[config.mk]
export PLATFORM = sky130hd
export DESIGN_NAME = jk_ff_monitor
export DESIGN_NICKNAME = d
export VERILOG_FILES = /design/src/rtl/jk_ff_monitor_pkg.sv /design/src/rtl/jk_ff_monitor_predict.sv /design/src/rtl/jk_ff_monitor.sv
export SDC_FILE = /design/constraint.sdc
export NUM_CORES = 1
export LEC_CHECK = 0
export ABC_AREA = 1
export CAP_MARGIN = 20
export CORE_ASPECT_RATIO = 1.1
export CORE_MARGIN = 2
export CORE_UTILIZATION = 50
export DETAILED_ROUTE_END_ITERATION = 12
export GPL_TIMING_DRIVEN = 1
export HOLD_SLACK_MARGIN = 0.06
export PLACE_DENSITY = 0.78
export SYNTH_ARGS = -nofsm -noshare
export SYNTH_HDL_FRONTEND = slang
export SYNTH_SLANG_ARGS = --single-unit
[constraint.sdc]
create_clock -name i_clk -period 1.73 [get_ports i_clk]
set_clock_uncertainty 0.15 [all_clocks]
set_input_delay 0.2595 -clock i_clk [delete_from_list [all_inputs] [get_ports i_clk]]
set_output_delay 0.2595 -clock i_clk [all_outputs]
set_load 0.01 [all_outputs]
[src/rtl/jk_ff_monitor_pkg.sv]
// Shared definitions for the JK flop monitor and predictor.
// Provides the FSM state encoding, the JK drive codes and the JK next-state rule.
// Contents: state_e, JK_* constants, jk_next().
package jk_ff_monitor_pkg;

  typedef enum logic [1:0] {
    ST_IDLE  = 2'd0,
    ST_SYNC  = 2'd1,
    ST_TRACK = 2'd2
  } state_e;

  localparam logic [1:0] JK_HOLD   = 2'b00;
  localparam logic [1:0] JK_RESET  = 2'b01;
  localparam logic [1:0] JK_SET    = 2'b10;
  localparam logic [1:0] JK_TOGGLE = 2'b11;

  // Next q of a JK flop given its present q and the {j,k} drive.
  function automatic logic jk_next(input logic q, input logic [1:0] jk);
    logic nq;
    nq = q;
    case (jk)
      JK_HOLD:   nq = q;
      JK_RESET:  nq = 1'b0;
      JK_SET:    nq = 1'b1;
      JK_TOGGLE: nq = ~q;
      default:   nq = q;
    endcase
    return nq;
  endfunction

endpackage

[src/rtl/jk_ff_monitor_predict.sv]
// Combinational JK next-state predictor, reusable by other JK-based checkers.
// Ports: i_q_r/i_j_r/i_k_r = previously captured q, j, k; o_exp_q = predicted q.
// Zero latency, no flow control.
module jk_predict
  import jk_ff_monitor_pkg::*;
(
  input  logic i_q_r,
  input  logic i_j_r,
  input  logic i_k_r,
  output logic o_exp_q
);

  assign o_exp_q = jk_next(i_q_r, {i_j_r, i_k_r});

endmodule

[src/rtl/jk_ff_monitor.sv]
// Observer for a JK flop: captures j/k/q each cycle, predicts the next q and
// counts mismatches (saturating), raising a sticky fault at ERR_LIMIT errors.
// Ports: i_clk, i_rst (sync, active-high), i_en, i_clear, i_j, i_k, i_q in;
//        o_locked, o_exp_q, o_mismatch, o_err_cnt, o_sample_cnt, o_fault out.
module jk_ff_monitor
  import jk_ff_monitor_pkg::*;
#(
  parameter int CNT_W     = 8,
  parameter int ERR_LIMIT = 1
) (
  input  logic             i_clk,
  input  logic             i_rst,
  input  logic             i_en,
  input  logic             i_clear,
  input  logic             i_j,
  input  logic             i_k,
  input  logic             i_q,
  output logic             o_locked,
  output logic             o_exp_q,
  output logic             o_mismatch,
  output logic [CNT_W-1:0] o_err_cnt,
  output logic [CNT_W-1:0] o_sample_cnt,
  output logic             o_fault
);

  localparam logic [CNT_W-1:0] CNT_MAX = {CNT_W{1'b1}};
  localparam logic [CNT_W-1:0] LIMIT   = CNT_W'(ERR_LIMIT);
  localparam logic [CNT_W-1:0] ONE     = CNT_W'(1);

  state_e           r_state;
  logic             r_j;
  logic             r_k;
  logic             r_q;
  logic             r_locked;
  logic             r_mismatch;
  logic [CNT_W-1:0] r_err_cnt;
  logic [CNT_W-1:0] r_sample_cnt;
  logic             r_fault;

  logic             w_exp_q;
  logic             w_miss;
  logic [CNT_W-1:0] w_err_inc;
  logic [CNT_W-1:0] w_samp_inc;

  jk_predict u_predict (
    .i_q_r   (r_q),
    .i_j_r   (r_j),
    .i_k_r   (r_k),
    .o_exp_q (w_exp_q)
  );

  assign w_miss     = (i_q != w_exp_q);
  assign w_err_inc  = (r_err_cnt == CNT_MAX) ? r_err_cnt : r_err_cnt + ONE;
  assign w_samp_inc = (r_sample_cnt == CNT_MAX) ? r_sample_cnt : r_sample_cnt + ONE;

  always_ff @(posedge i_clk) begin
    if (i_rst) begin
      r_state      <= ST_IDLE;
      r_j          <= 1'b0;
      r_k          <= 1'b0;
      r_q          <= 1'b0;
      r_locked     <= 1'b0;
      r_mismatch   <= 1'b0;
      r_err_cnt    <= '0;
      r_sample_cnt <= '0;
      r_fault      <= 1'b0;
    end else begin
      r_mismatch <= 1'b0;
      if (i_clear) begin
        // Clear wins over any compare this cycle; the next capture re-locks.
        r_err_cnt    <= '0;
        r_sample_cnt <= '0;
        r_fault      <= 1'b0;
        r_locked     <= 1'b0;
        r_state      <= i_en ? ST_SYNC : ST_IDLE;
      end else if (!i_en) begin
        r_locked <= 1'b0;
        r_state  <= ST_IDLE;
      end else begin
        case (r_state)
          ST_IDLE: r_state <= ST_SYNC;
          ST_SYNC: begin
            r_j      <= i_j;
            r_k      <= i_k;
            r_q      <= i_q;
            r_locked <= 1'b1;
            r_state  <= ST_TRACK;
          end
          ST_TRACK: begin
            r_sample_cnt <= w_samp_inc;
            if (w_miss) begin
              r_mismatch <= 1'b1;
              r_err_cnt  <= w_err_inc;
              if (w_err_inc >= LIMIT) r_fault <= 1'b1;
            end
            // Reload from the observed q so a single bad cycle counts once.
            r_j <= i_j;
            r_k <= i_k;
            r_q <= i_q;
          end
          default: r_state <= ST_IDLE;
        endcase
      end
    end
  end

  assign o_locked     = r_locked;
  assign o_exp_q      = w_exp_q;
  assign o_mismatch   = r_mismatch;
  assign o_err_cnt    = r_err_cnt;
  assign o_sample_cnt = r_sample_cnt;
  assign o_fault      = r_fault;

endmodule
==> metrics.md, run 1 <==
| Metric | Value |
|---|---|
| Power density over cell area | `590 nW/um^2` |
| Final routed wire length divided by cell count | `11.4 microns` |
| Length of the first detailed-routing pass in iterations | `4` |
| Vias in the first global route | `around 1200` |
| Routability cong. | `0.891` |
| Grt ovf | `0` |
| Crit path arrival time | `~1.3 ns` |
| Register-to-Register Setup Slack | `0.15 ns` |
| Effective utilization at floorplan | `53.1%` |
| Register clock-pin slew on the reported worst setup and hold paths | `0.13 ns` |
| Startpoint of the worst-slack reg-to-reg timing path | `r_state[0]$_SDFFE_PP0P_` |
| Number of stages on the worst setup path | `1` |
| Depth of the most critical reg-to-reg path | `9` |
| Adder and majority gate portion of the synthesized area | `approximately 6.5%` |
| Die Span Y | `58.5 microns` |
| Hold buffer count at cts | `0` |
| Critical path origin | `o_sample_cnt[4]$_SDFFE_PP0P_` |
| Clock Tree Buf Depth | `2` |
| Top cell family by delay on the critical path | `buffers and inverters` |
| Ratio of cells with drive above 1 in the final layout | `20.5%` |
| Type of the worst setup path | `reg -> out` |
| GRT Resource Usage Total | `between 20% and 30%` |
| Maximum fanout along the worst path | `5` |
| Worst min-delay path startpoint | `r_k$_SDFFE_PP0P_` |
| Layout Nets | `239` |
| Total CTS buffers | `3` |
| Row count | `19` |
| Register area share after synthesis | `35.6%` |
| Number of flip-flops and latches in the synthesized netlist | `24` |
| Area occupied by multi-input gates | `748 sq um` |
| Cell breakdown of the critical path | `clkdlybuf4s50_1` |
| CTS Sinks | `24` |
| Worst R2R End | `o_err_cnt[2]$_SDFFE_PP0P_` |
| Vias per cell | `5.16` |
| Worst Hold Depth | `2` |
| Final count of pins violating max slew | `0` |
| Number of max-cap violations | `0` |
| Clock share of power | `about two fifths` |
| Count of final hold-check violations | `0` |
| Highest ir drop seen on vdd | `approximately 0.63 mV` |
| Critical Path Start Type | `flop` |
| Total die area | `3130 sq um` |
| Required time reported for the critical path endpoint | `1.32 ns` |
| Root buffer cell | `clkbuf_4` |
| Antenna diode count | `0` |
| Synthesized area divided by synthesized cell count | `about 7 sq um` |
| Number of warnings issued by yosys | `0` |
| WL final | `2910 microns` |
| Smallest hold slack | `between 0.3 and 0.4 ns` |
| Layout overhead on the synthesized area | `29.8%` |
| Worst relative slew slack | `81.3%` |
| Cell leakage power | `0.717 nW` |
| Total negative setup slack | `0 ns` |
| Sort of element at the end of the critical path | `primary output` |
| Post-route clock period utilization | `97.0%` |
| Run status | `completed` |
| Maximum operating frequency | `596 MHz` |
| Fraction of power spent switching nets | `20.7%` |
| Complex-gate fraction of the synthesized area | `11.9%` |
| CP max stage cell | `clkdlybuf4s50_1` |
| Die Width | `53.5 microns` |
| Share of flip-flops with an asynchronous set or reset | `0%` |
| HP Class | `reg -> reg` |
| I/O Buffers | `26` |
| Net count after synthesis | `approximately 210` |
| Xor and xnor fraction of the mapped netlist area | `2.59%` |
| Fraction of the mapped netlist area in simple logic gates | `34.1%` |
| Register share of total power | `53.8%` |
| RSZ-0062 raised after global routing | `false` |
| Vias post-DR | `approximately 1300` |
| Net Sw Power | `0.214 mW` |
| Gate power share | `6.5%` |
| Final non-filler cell area | `1750 sq um` |
| Fin worst setup slack | `0.0513 ns` |
| TritonCTS clock tree | `yes` |
| Iteration-0 DRC count of the detailed router | `26` |
| Initial antenna violation count | `0` |
| Largest net degree at the start of global routing | `15` |
| Count of cell types in the netlist | `27` |
| Min Clock Period, post-route | `1.68 ns` |
| Skew-Pair Late Insertion Delay | `0.32 ns` |
| Combinational family with the most area after synthesis | `simple AND/OR/NAND/NOR gates` |
| Area of placed instances | `1660 sq um` |
| Top library cells by usage in the layout, fill and taps aside | `39 x nand2_1, 24 x nor2_1, 24 x clkdlybuf4s50_1` |
| Residual DRC count | `0` |
| CP bufs+invs | `1` |
| Worst Hold End | `r_k$_SDFFE_PP0P_` |
| Mapped cell area | `roughly 1400 sq um` |
| Setup Viol. Count Final | `0` |
| P_int | `0.821 mW` |
| Count of boundary I/O pins | `27` |
| Most used flip-flop cell after synthesis | `dfxtp_1` |
| Crit-path max cell delay | `0.54 ns` |
| Multiplexer area fraction after synthesis | `0%` |
| Count of flip-flops with a built-in enable after synthesis | `0` |
| Global-route wire length before repair | `4890 microns` |
| Count of fill cells added during filler insertion | `218` |
| Number of cells produced by synthesis | `191` |
| H-Tree Depth | `1` |
| Remaining number of nets flagged by the antenna check after routing | `0` |
| Sequential cell area | `between 500 and 600 sq um` |
| Commonest non-fill, non-tap cell in the layout | `nand2_1` |
| Final HPWL DP | `2270 microns` |
| Core region area | `2540 sq um` |
| Transition time at the pin with the least slew margin | `approximately 0.28 ns` |
| DP Worst Slack | `-0.0172 ns` |
-- state kept, by name (all words and copies together) (netlist names) --
register,flops
o_err_cnt,8
r_q,1
r_k,1
o_sample_cnt,8
r_state,2
o_fault,1
r_j,1
o_locked,1
o_mismatch,1
-- power by group through the flow --
| stage | clock, mW | combinational [mW] | sequential, mW |
|---|---|---|---|
| floorplan | 0 | 0.0348 | 0.574 |
| global placement | 0 | 0.0660 | 0.574 |
| detailed placement | 0 | 0.0682 | 0.575 |
| CTS | 0.416 | 0.0674 | 0.561 |
| global route | 0.433 | 0.0758 | 0.558 |
| finish | 0.411 | 0.0670 | 0.557 |
-- tightest hold or removal path: stages (launching register included) --
cell     delay [ns]
dfxtp_1        0.32
inv_1          0.07
a21oi_1        0.06
-- per-stage QoR --
stage / util, % / std cells / total power [mW]
floorplan: - / 191 / 0.609
global placement: 65.4 / 250 / 0.640
detailed placement: 65.4 / 250 / 0.643
CTS: 68.0 / 254 / 1.04
global route: 68.9 / 255 / 1.07
finish: 68.9 / 255 / 1.03
-- cells by family after synthesis --
group | after synthesis
compound gates | 31
xor+xnor | 4
fa+ha+maj | 7
buf+inv | 31
flops | 24
simple gates | 94
-- Yosys cell counts (3+ instances only) --
library cell	number	area, sq um
inv_2	5	18.8
dfxtp_1	24	480
inv_1	23	86.3
xor2_1	4	35.0
nor2_1	25	93.8
o21ai_1	9	45.0
a21oi_1	14	70.1
nor3_2	3	30.0
nand2_1	39	146
nand2_2	4	25.0
nand3_1	7	35.0
ha_1	7	87.6
o21ai_0	6	30.0
nand4_1	3	18.8
-- metal layers --
layer	global-route usage, %	up-vias	wire (microns)
met3	3.30	5	121
li1	-	676	-
met5	0	-	0
met4	7.69	0	49
met2	39.2	30	1530
met1	22.8	606	1210
-- worst max-delay path by stage --
stage and to:
4_1_cts o_sample_cnt[7], 3_3_place_gp o_err_cnt[2]$_SDFFE_PP0P_, 2_1_floorplan o_fault$_SDFFE_PP0P_, 6_report o_sample_cnt[4], 5_1_grt o_sample_cnt[4], 3_5_place_dp o_err_cnt[2]$_SDFFE_PP0P_
-- cell type report --
cell class                      instances  share of cell area (%)
Inverter                               29                    6.35
Sequential cell                        24                    28.9
Clock buffer                            3                    1.28
Clock inverter                          1                    1.71
Multi-Input combinational cell        136                    42.7
Timing Repair Buffer                   31                    16.8
Tap cell                               31                    2.21
-- timing repair --
item / in CTS / in global routing
gates resized for setup: 14 / 8
endpoints found under the setup margin: 12 / 9
buffers inserted: 0 / 1
endpoints found under the hold margin: 0 / 0
No activity file was read; power rests on OpenSTA's default activity.
==> inputs of run 2 (changes only) <==
--- a/config.mk
+++ b/config.mk
@@ -9,11 +9,10 @@
 export CAP_MARGIN = 20
 export CORE_ASPECT_RATIO = 1.1
 export CORE_MARGIN = 2
-export CORE_UTILIZATION = 50
+export CORE_UTILIZATION = 25
 export DETAILED_ROUTE_END_ITERATION = 12
 export GPL_TIMING_DRIVEN = 1
 export HOLD_SLACK_MARGIN = 0.06
-export PLACE_DENSITY = 0.78
 export SYNTH_ARGS = -nofsm -noshare
 export SYNTH_HDL_FRONTEND = slang
 export SYNTH_SLANG_ARGS = --single-unit
==> constraint.sdc (replaced) <==
create_clock -name i_clk -period 1.73 [get_ports i_clk]
set_clock_uncertainty 0.15 [all_clocks]
set_input_delay 0.4325 -clock i_clk [delete_from_list [all_inputs] [get_ports i_clk]]
set_output_delay 0.4325 -clock i_clk [all_outputs]
set_load 0.01 [all_outputs]
==> run 2 against run 1 <==
Sequential cell count did not move. Critical path depth rose by 3. Global-route usage fell by 9.8 points. Critical path type unchanged. Largest power group unchanged. Worst hold slack got worse by 0.026 ns. Final cell count rose by 23%. Via count fell by 2.4%. Clock power fell by 2%. Non-clock buffer count rose by 14. Fmax rose by 1.7%. Register-to-register slack barely moved. Sequential power barely moved. First-iteration DRC count rose by 12%.
==> metrics.md, run 2 (same netlist as run 1, synthesis figures left out) <==
| Metric | Value |
|---|---|
| Run status | `completed (unchanged)` |
| Count of boundary I/O pins | `27 (unchanged)` |
| Vias per cell | `4.11 (was 5.16)` |
| Residual DRC count | `0 (unchanged)` |
| GRT Resource Usage Total | `11.1% (was 20.8%)` |
| Smallest hold slack | `0.303 ns (was 0.328 ns)` |
| Count of final hold-check violations | `0 (unchanged)` |
| Final routed wire length divided by cell count | `9.70 microns (was 11.4 microns)` |
| Routed met2 length | `1390 microns (was 1530 microns)` |
| Routability cong. | `0.800 (was 0.891)` |
| Cell breakdown of the critical path | `inv_1 -> nand2_1 -> nand2_1 -> clkdlybuf4s15_1 (was clkdlybuf4s50_1)` |
| RSZ-0062 raised after global routing | `false (unchanged)` |
| CP max stage cell | `dfxtp_1 (was clkdlybuf4s50_1)` |
| Post-route clock period utilization | `95.4% (was 97.0%)` |
| Grt ovf | `0 (unchanged)` |
| Total die area | `6000 sq um (was 3130 sq um)` |
| HP Class | `reg -> reg (unchanged)` |
| Maximum fanout along the worst path | `2 (was 5)` |
| Total placed cells including tap cells | `309 (was 250)` |
| TritonCTS clock tree | `yes (unchanged)` |
| Vias post-DR | `1286 (was 1317)` |
| Top library cells by usage in the layout, fill and taps aside | `39 x nand2_1, 25 x nor2_1, 23 x inv_1 (was 39 x nand2_1, 24 x nor2_1, 24 x clkdlybuf4s50_1)` |
| Crit-path max cell delay | `0.32 ns (was 0.54 ns)` |
| Met3 routed wirelength | `111 microns (was 121 microns)` |
| Final HPWL DP | `2380 microns (was 2270 microns)` |
| Count of fill cells added during filler insertion | `566 (was 218)` |
| Most numerous cell on the critical path | `nand2_1` |
| Number of max-cap violations | `0 (unchanged)` |
| Ratio of cells with drive above 1 in the final layout | `22.3% (was 20.5%)` |
| Required time reported for the critical path endpoint | `1.15 ns (was 1.32 ns)` |
| Total CTS buffers | `3 (unchanged)` |
| Row count | `28 (was 19)` |
| Commonest non-fill, non-tap cell in the layout | `nand2_1 (unchanged)` |
| Critical Path Start Type | `flop (unchanged)` |
| Skew-Pair Late Insertion Delay | `0.28 ns (was 0.32 ns)` |
| Type of the worst setup path | `reg -> out (unchanged)` |
| Root buffer cell | `clkbuf_8 (was clkbuf_4)` |
| Effective utilization at floorplan | `25.5% (was 53.1%)` |
| Highest ir drop seen on vdd | `0.266 mV (was 0.629 mV)` |
| WL final | `3040 microns (was 2910 microns)` |
| Global-route wire length before repair | `5290 microns (was 4890 microns)` |
| Transition time at the pin with the least slew margin | `0.296 ns (was 0.279 ns)` |
| CTS Sinks | `24 (unchanged)` |
| DP Worst Slack | `-0.117 ns (was -0.0172 ns)` |
| Post-Layout Cell Count | `313 (was 255)` |
| Length of the first detailed-routing pass in iterations | `4 (unchanged)` |
| Max layer used | `met4 (unchanged)` |
| Setup Viol. Count Final | `0 (unchanged)` |
| Antenna diode count | `0 (unchanged)` |
| Initial antenna violation count | `0 (unchanged)` |
| Layout Nets | `253 (was 239)` |
| Iteration-0 DRC count of the detailed router | `29 (was 26)` |
| Hold buffer count at cts | `0 (unchanged)` |
| Remaining number of nets flagged by the antenna check after routing | `0 (unchanged)` |
| Die Width | `74.1 microns (was 53.5 microns)` |
| Register clock-pin slew on the reported worst setup and hold paths | `0.09 ns (was 0.13 ns)` |
| Routed metal-1 wirelength | `1490 microns (was 1210 microns)` |
| Min Clock Period, post-route | `1.65 ns (was 1.68 ns)` |
| Layout overhead on the synthesized area | `39.5% (was 29.8%)` |
| Number of stages on the worst setup path | `4 (was 1)` |
| Clock Tree Buf Depth | `2 (unchanged)` |
| Area occupied by multi-input gates | `746 sq um (was 748 sq um)` |
| Depth of the most critical reg-to-reg path | `9 (unchanged)` |
| Worst relative slew slack | `80.1% (was 81.3%)` |
| Worst Hold Depth | `2 (unchanged)` |
| CP bufs+invs | `2 (was 1)` |
| Top cell family by delay on the critical path | `flip-flops (was buffers and inverters)` |
| Die Span Y | `81.1 microns (was 58.5 microns)` |
| Vias in the first global route | `1258 (was 1228)` |
| Cell leakage power | `0.884 nW (was 0.717 nW)` |
| Fin worst setup slack | `0.0792 ns (was 0.0513 ns)` |
| H-Tree Depth | `1 (unchanged)` |
| Sort of element at the end of the critical path | `primary output (unchanged)` |
| Power density over cell area | `550 nW/um^2 (was 590 nW/um^2)` |
| Core region area | `5290 sq um (was 2540 sq um)` |
| Sequential cell area | `494 sq um (was 507 sq um)` |
| Total negative setup slack | `0 ns (unchanged)` |
| Maximum operating frequency | `606 MHz (was 596 MHz)` |
| Crit path arrival time | `1.07 ns (was 1.27 ns)` |
| Final count of pins violating max slew | `0 (unchanged)` |
| I/O Buffers | `26 (unchanged)` |
| Largest net degree at the start of global routing | `14 (was 15)` |
==> run 2: cell types whose count changed in the layout (fill, tap and decap cells not counted), moves of 2 or more <==
| cell | before | now |
|---|---|---|
| clkbuf_8 | 0 | 4 |
| buf_4 | 5 | 19 |
| clkdlybuf4s50_1 | 24 | 6 |
| clkbuf_4 | 3 | 0 |
| dfxtp_1 | 9 | 15 |
| dfxtp_4 | 3 | 1 |
| dfxtp_2 | 12 | 8 |
| dlygate4sd2_1 | 2 | 18 |
==> run 2: layer usage <==
layer  track usage [%]  vias up
met1              14.4      560
met4              5.45        0
li1                  -      702
met2              17.7       20
met5                 0        -
met3              1.61        4
==> run 2: layout make-up <==
cell class,count,share of cell area [%]
inverters,29,5.91
repair buffers,45,20.3
well taps,75,4.98
multi-input cells,136,39.6
clock buffers,4,2.92
flip-flops and latches,24,26.2
==> run 2: power by group <==
part	internal, mW	switching, mW
sequential	0.556	0.00326
clock	0.204	0.200
combinational	0.0364	0.0351
total	0.796	0.239
==> run 2: timing repair <==
item | in CTS | in global routing
buffers inserted | 0 | 0
endpoints found under the setup margin | 19 | 5
gates resized for setup | 28 | 4
==> run 2: path summary, 6_finish.rpt <==
path	from	to	slack, ns
max reg2reg	o_err_cnt[1]$_SDFFE_PP0P_	o_err_cnt[0]$_SDFFE_PP0P_	0.16
max	r_q$_SDFFE_PP0P_	o_exp_q	0.08
min	r_j$_SDFFE_PP0P_	r_j$_SDFFE_PP0P_	0.30
min reg2reg	r_j$_SDFFE_PP0P_	r_j$_SDFFE_PP0P_	0.30
==> run 2: per-stage QoR <==
stage / utilization [%] / cell area (sq um) / total power, mW
after CTS: 35.4 / 1870 / 1.05
final: 35.6 / 1880 / 1.04
after global routing: 35.6 / 1880 / 1.07
after detailed placement: 34.6 / 1830 / 0.648
after floorplan: - / 1350 / 0.609
after global placement: 34.6 / 1830 / 0.647
==> run 2: worst register-to-register path, cell delays in order, from the launching register on <==
cell and delay [ns]:
dfxtp_2 0.38, ha_2 0.23, nand2_2 0.08, nor2_2 0.12, nand2_2 0.10, inv_2 0.08, nor2_4 0.05, buf_4 0.13
o21ai_1 0.12, nor2_1 0.04
==> inputs of run 3 (changes only) <==
--- a/config.mk
+++ b/config.mk
@@ -7,7 +7,7 @@
 export LEC_CHECK = 0
 export ABC_AREA = 1
 export CAP_MARGIN = 20
-export CORE_ASPECT_RATIO = 1.1
+export CORE_ASPECT_RATIO = 1.75
 export CORE_MARGIN = 2
 export CORE_UTILIZATION = 25
 export DETAILED_ROUTE_END_ITERATION = 12
==> run 3 against run 2 <==
Sequential share of layout area is 0.54 points higher. Wire length is 1.4% lower. Critical path type unchanged. Total power is 9.1% higher. Sequential cell count stayed put.
==> metrics.md, run 3 (same netlist as run 1, synthesis figures left out) <==
| Metric | Value |
|---|---|
| Cell leakage power | `0.852 nW (was 0.884 nW)` |
| Cell breakdown of the critical path | `clkdlybuf4s50_1 (was inv_1 -> nand2_1 -> nand2_1 -> clkdlybuf4s15_1)` |
| TritonCTS clock tree | `yes (unchanged)` |
| DP Worst Slack | `-0.162 ns (was -0.117 ns)` |
| Transition time at the pin with the least slew margin | `0.277 ns (was 0.296 ns)` |
| Worst relative slew slack | `81.4% (was 80.1%)` |
| Antenna diode count | `0 (unchanged)` |
| Top library cells by usage in the layout, fill and taps aside | `39 x nand2_1, 25 x nor2_1, 23 x inv_1 (unchanged)` |
| HP Class | `reg -> reg (unchanged)` |
| Global-route wire length before repair | `5110 microns (was 5290 microns)` |
| H-Tree Depth | `1 (unchanged)` |
| Largest net degree at the start of global routing | `15 (was 14)` |
| Row count | `35 (was 28)` |
| Remaining number of nets flagged by the antenna check after routing | `0 (unchanged)` |
| Run status | `completed (unchanged)` |
| Total CTS buffers | `3 (unchanged)` |
| Area of placed instances | `1780 sq um (was 1830 sq um)` |
| Count of boundary I/O pins | `27 (unchanged)` |
| Number of max-cap violations | `0 (unchanged)` |
| Clock Tree Buf Depth | `2 (unchanged)` |
| Length of the first detailed-routing pass in iterations | `4 (unchanged)` |
| Skew-Pair Late Insertion Delay | `0.27 ns (was 0.28 ns)` |
| Initial antenna violation count | `0 (unchanged)` |
| Power density over cell area | `614 nW/um^2 (was 550 nW/um^2)` |
| Sequential cell area | `493 sq um (was 494 sq um)` |
| Highest ir drop seen on vdd | `0.343 mV (was 0.266 mV)` |
| Critical Path Start Type | `flop (unchanged)` |
| Top cell family by delay on the critical path | `buffers and inverters (was flip-flops)` |
| Setup Viol. Count Final | `0 (unchanged)` |
| Worst Hold Depth | `2 (unchanged)` |
| Worst R2R End | `o_err_cnt[2]$_SDFFE_PP0P_ (was o_err_cnt[0]$_SDFFE_PP0P_)` |
| Post-route clock period utilization | `97.4% (was 95.4%)` |
| Final non-filler cell area | `1840 sq um (was 1880 sq um)` |
| WL final | `2990 microns (was 3040 microns)` |
| Effective utilization at floorplan | `25.7% (was 25.5%)` |
| Required time reported for the critical path endpoint | `1.15 ns (about the same)` |
| Root buffer cell | `clkbuf_8 (unchanged)` |
| Layout Nets | `249 (was 253)` |
| CTS Sinks | `24 (unchanged)` |
| GRT Resource Usage Total | `11.0% (was 11.1%)` |
| Routability cong. | `0.801 (was 0.800)` |
| Die Span Y | `101 microns (was 81.1 microns)` |
| Final routed wire length divided by cell count | `10.4 microns (was 9.70 microns)` |
| Ratio of cells with drive above 1 in the final layout | `21.4% (was 22.3%)` |
| Smallest hold slack | `0.299 ns (was 0.303 ns)` |
| Fin worst setup slack | `0.0448 ns (was 0.0792 ns)` |
| Die Width | `59.6 microns (was 74.1 microns)` |
| Worst Hold End | `r_j$_SDFFE_PP0P_ (unchanged)` |
| Final count of pins violating max slew | `0 (unchanged)` |
| Register clock-pin slew on the reported worst setup and hold paths | `0.09 ns (about the same)` |
| Iteration-0 DRC count of the detailed router | `9 (was 29)` |
| Min Clock Period, post-route | `1.69 ns (was 1.65 ns)` |
| CP max stage cell | `clkdlybuf4s50_1 (was dfxtp_1)` |
| Count of final hold-check violations | `0 (unchanged)` |
| Register-to-Register Setup Slack | `0.18 ns (was 0.16 ns)` |
| Worst min-delay path startpoint | `r_j$_SDFFE_PP0P_ (unchanged)` |
| Crit-path max cell delay | `0.52 ns (was 0.32 ns)` |
| Depth of the most critical reg-to-reg path | `9 (unchanged)` |
| Count of fill cells added during filler insertion | `582 (was 566)` |
| Maximum fanout along the worst path | `1 (was 2)` |
| Commonest non-fill, non-tap cell in the layout | `nand2_1 (unchanged)` |
| RSZ-0062 raised after global routing | `false (unchanged)` |
| Vias post-DR | `1302 (was 1286)` |
| Grt ovf | `0 (unchanged)` |
| Vias in the first global route | `1267 (was 1258)` |
| Hold buffer count at cts | `0 (unchanged)` |
| Final HPWL DP | `2490 microns (was 2380 microns)` |
| Area occupied by multi-input gates | `746 sq um (unchanged)` |
| I/O Buffers | `26 (unchanged)` |
| Crit path arrival time | `1.10 ns (was 1.07 ns)` |
| Total die area | `6030 sq um (was 6000 sq um)` |
| Startpoint of the worst-slack reg-to-reg timing path | `r_state[0]$_SDFFE_PP0P_ (was o_err_cnt[1]$_SDFFE_PP0P_)` |
| Type of the worst setup path | `reg -> out (unchanged)` |
| Core region area | `5260 sq um (was 5290 sq um)` |
| Sort of element at the end of the critical path | `primary output (unchanged)` |
| Residual DRC count | `0 (unchanged)` |
| CP bufs+invs | `1 (was 2)` |
| Vias per cell | `4.51 (was 4.11)` |
| Maximum operating frequency | `593 MHz (was 606 MHz)` |
| Layout overhead on the synthesized area | `36.3% (was 39.5%)` |
==> run 3: worst max-delay path by stage <==
stage                                          from                         to  slack [ns]  depth (start not counted)
after floorplan           o_err_cnt[1]$_SDFFE_PP0P_       o_fault$_SDFFE_PP0P_        0.17                         10
after global placement                         i_en  o_err_cnt[2]$_SDFFE_PP0P_       -0.14                          8
after detailed placement                        i_q  o_err_cnt[2]$_SDFFE_PP0P_       -0.16                          7
after CTS                          r_q$_SDFFE_PP0P_                    o_exp_q        0.02                          4
after global routing               r_q$_SDFFE_PP0P_                    o_exp_q       0.006                          4
final                         o_mismatch$_SDFF_PP0_                 o_mismatch        0.04                          1
==> run 3: cell type report <==
type,instances,share of cell area (%)
Inverter,29,6.05
Sequential cell,24,26.8
Clock inverter,1,1.63
Clock buffer,3,2.24
Tap cell,55,3.74
Multi-Input combinational cell,136,40.5
Timing Repair Buffer,41,19.0
==> run 3: stage by stage <==
| step | cells | setup TNS [ns] | total power, mW | utilization, % |
|---|---|---|---|---|
| 3_5_place_dp | 285 | -0.845 | 0.646 | 33.8 |
| 4_1_cts | 289 | 0 | 1.15 | 35.0 |
| 3_3_place_gp | 285 | -0.675 | 0.645 | 33.8 |
| 5_1_grt | 289 | 0 | 1.17 | 35.0 |
| 2_1_floorplan | 191 | 0 | 0.609 | - |
| 6_report | 289 | 0 | 1.13 | 35.0 |
==> run 3: metal layers <==
metal,up-vias,GRT usage [%],routed length [microns]
met5,-,0,0
met2,27,20.7,1660
met3,7,1.28,89
li1,690,-,-
met4,0,6.84,111
met1,578,10.9,1130
==> run 3: worst min-delay path, delay by kind of cell (launching register included) <==
| family | cells | cell delay, ns |
|---|---|---|
| buf+inv | 1 | 0.05 |
| compound gates | 1 | 0.05 |
| flops | 1 | 0.32 |
==> run 3: where the power goes <==
group	internal [mW]	switching, mW	leakage, nW	total (mW)
sequential	0.557	0.00331	0.199	0.561
clock	0.309	0.189	0.0357	0.499
combinational	0.0357	0.0340	0.618	0.0697
total	0.903	0.227	0.852	1.13
==> run 3: timing repair <==
action | 4_1_cts | 5_1_grt
resized for setup | 29 | 2
setup endpoints to repair | 19 | 2
buffers inserted | 0 | 0
hold endpoints to repair | 0 | 0
cloned | 0 | 0
pin swaps | 0 | 0
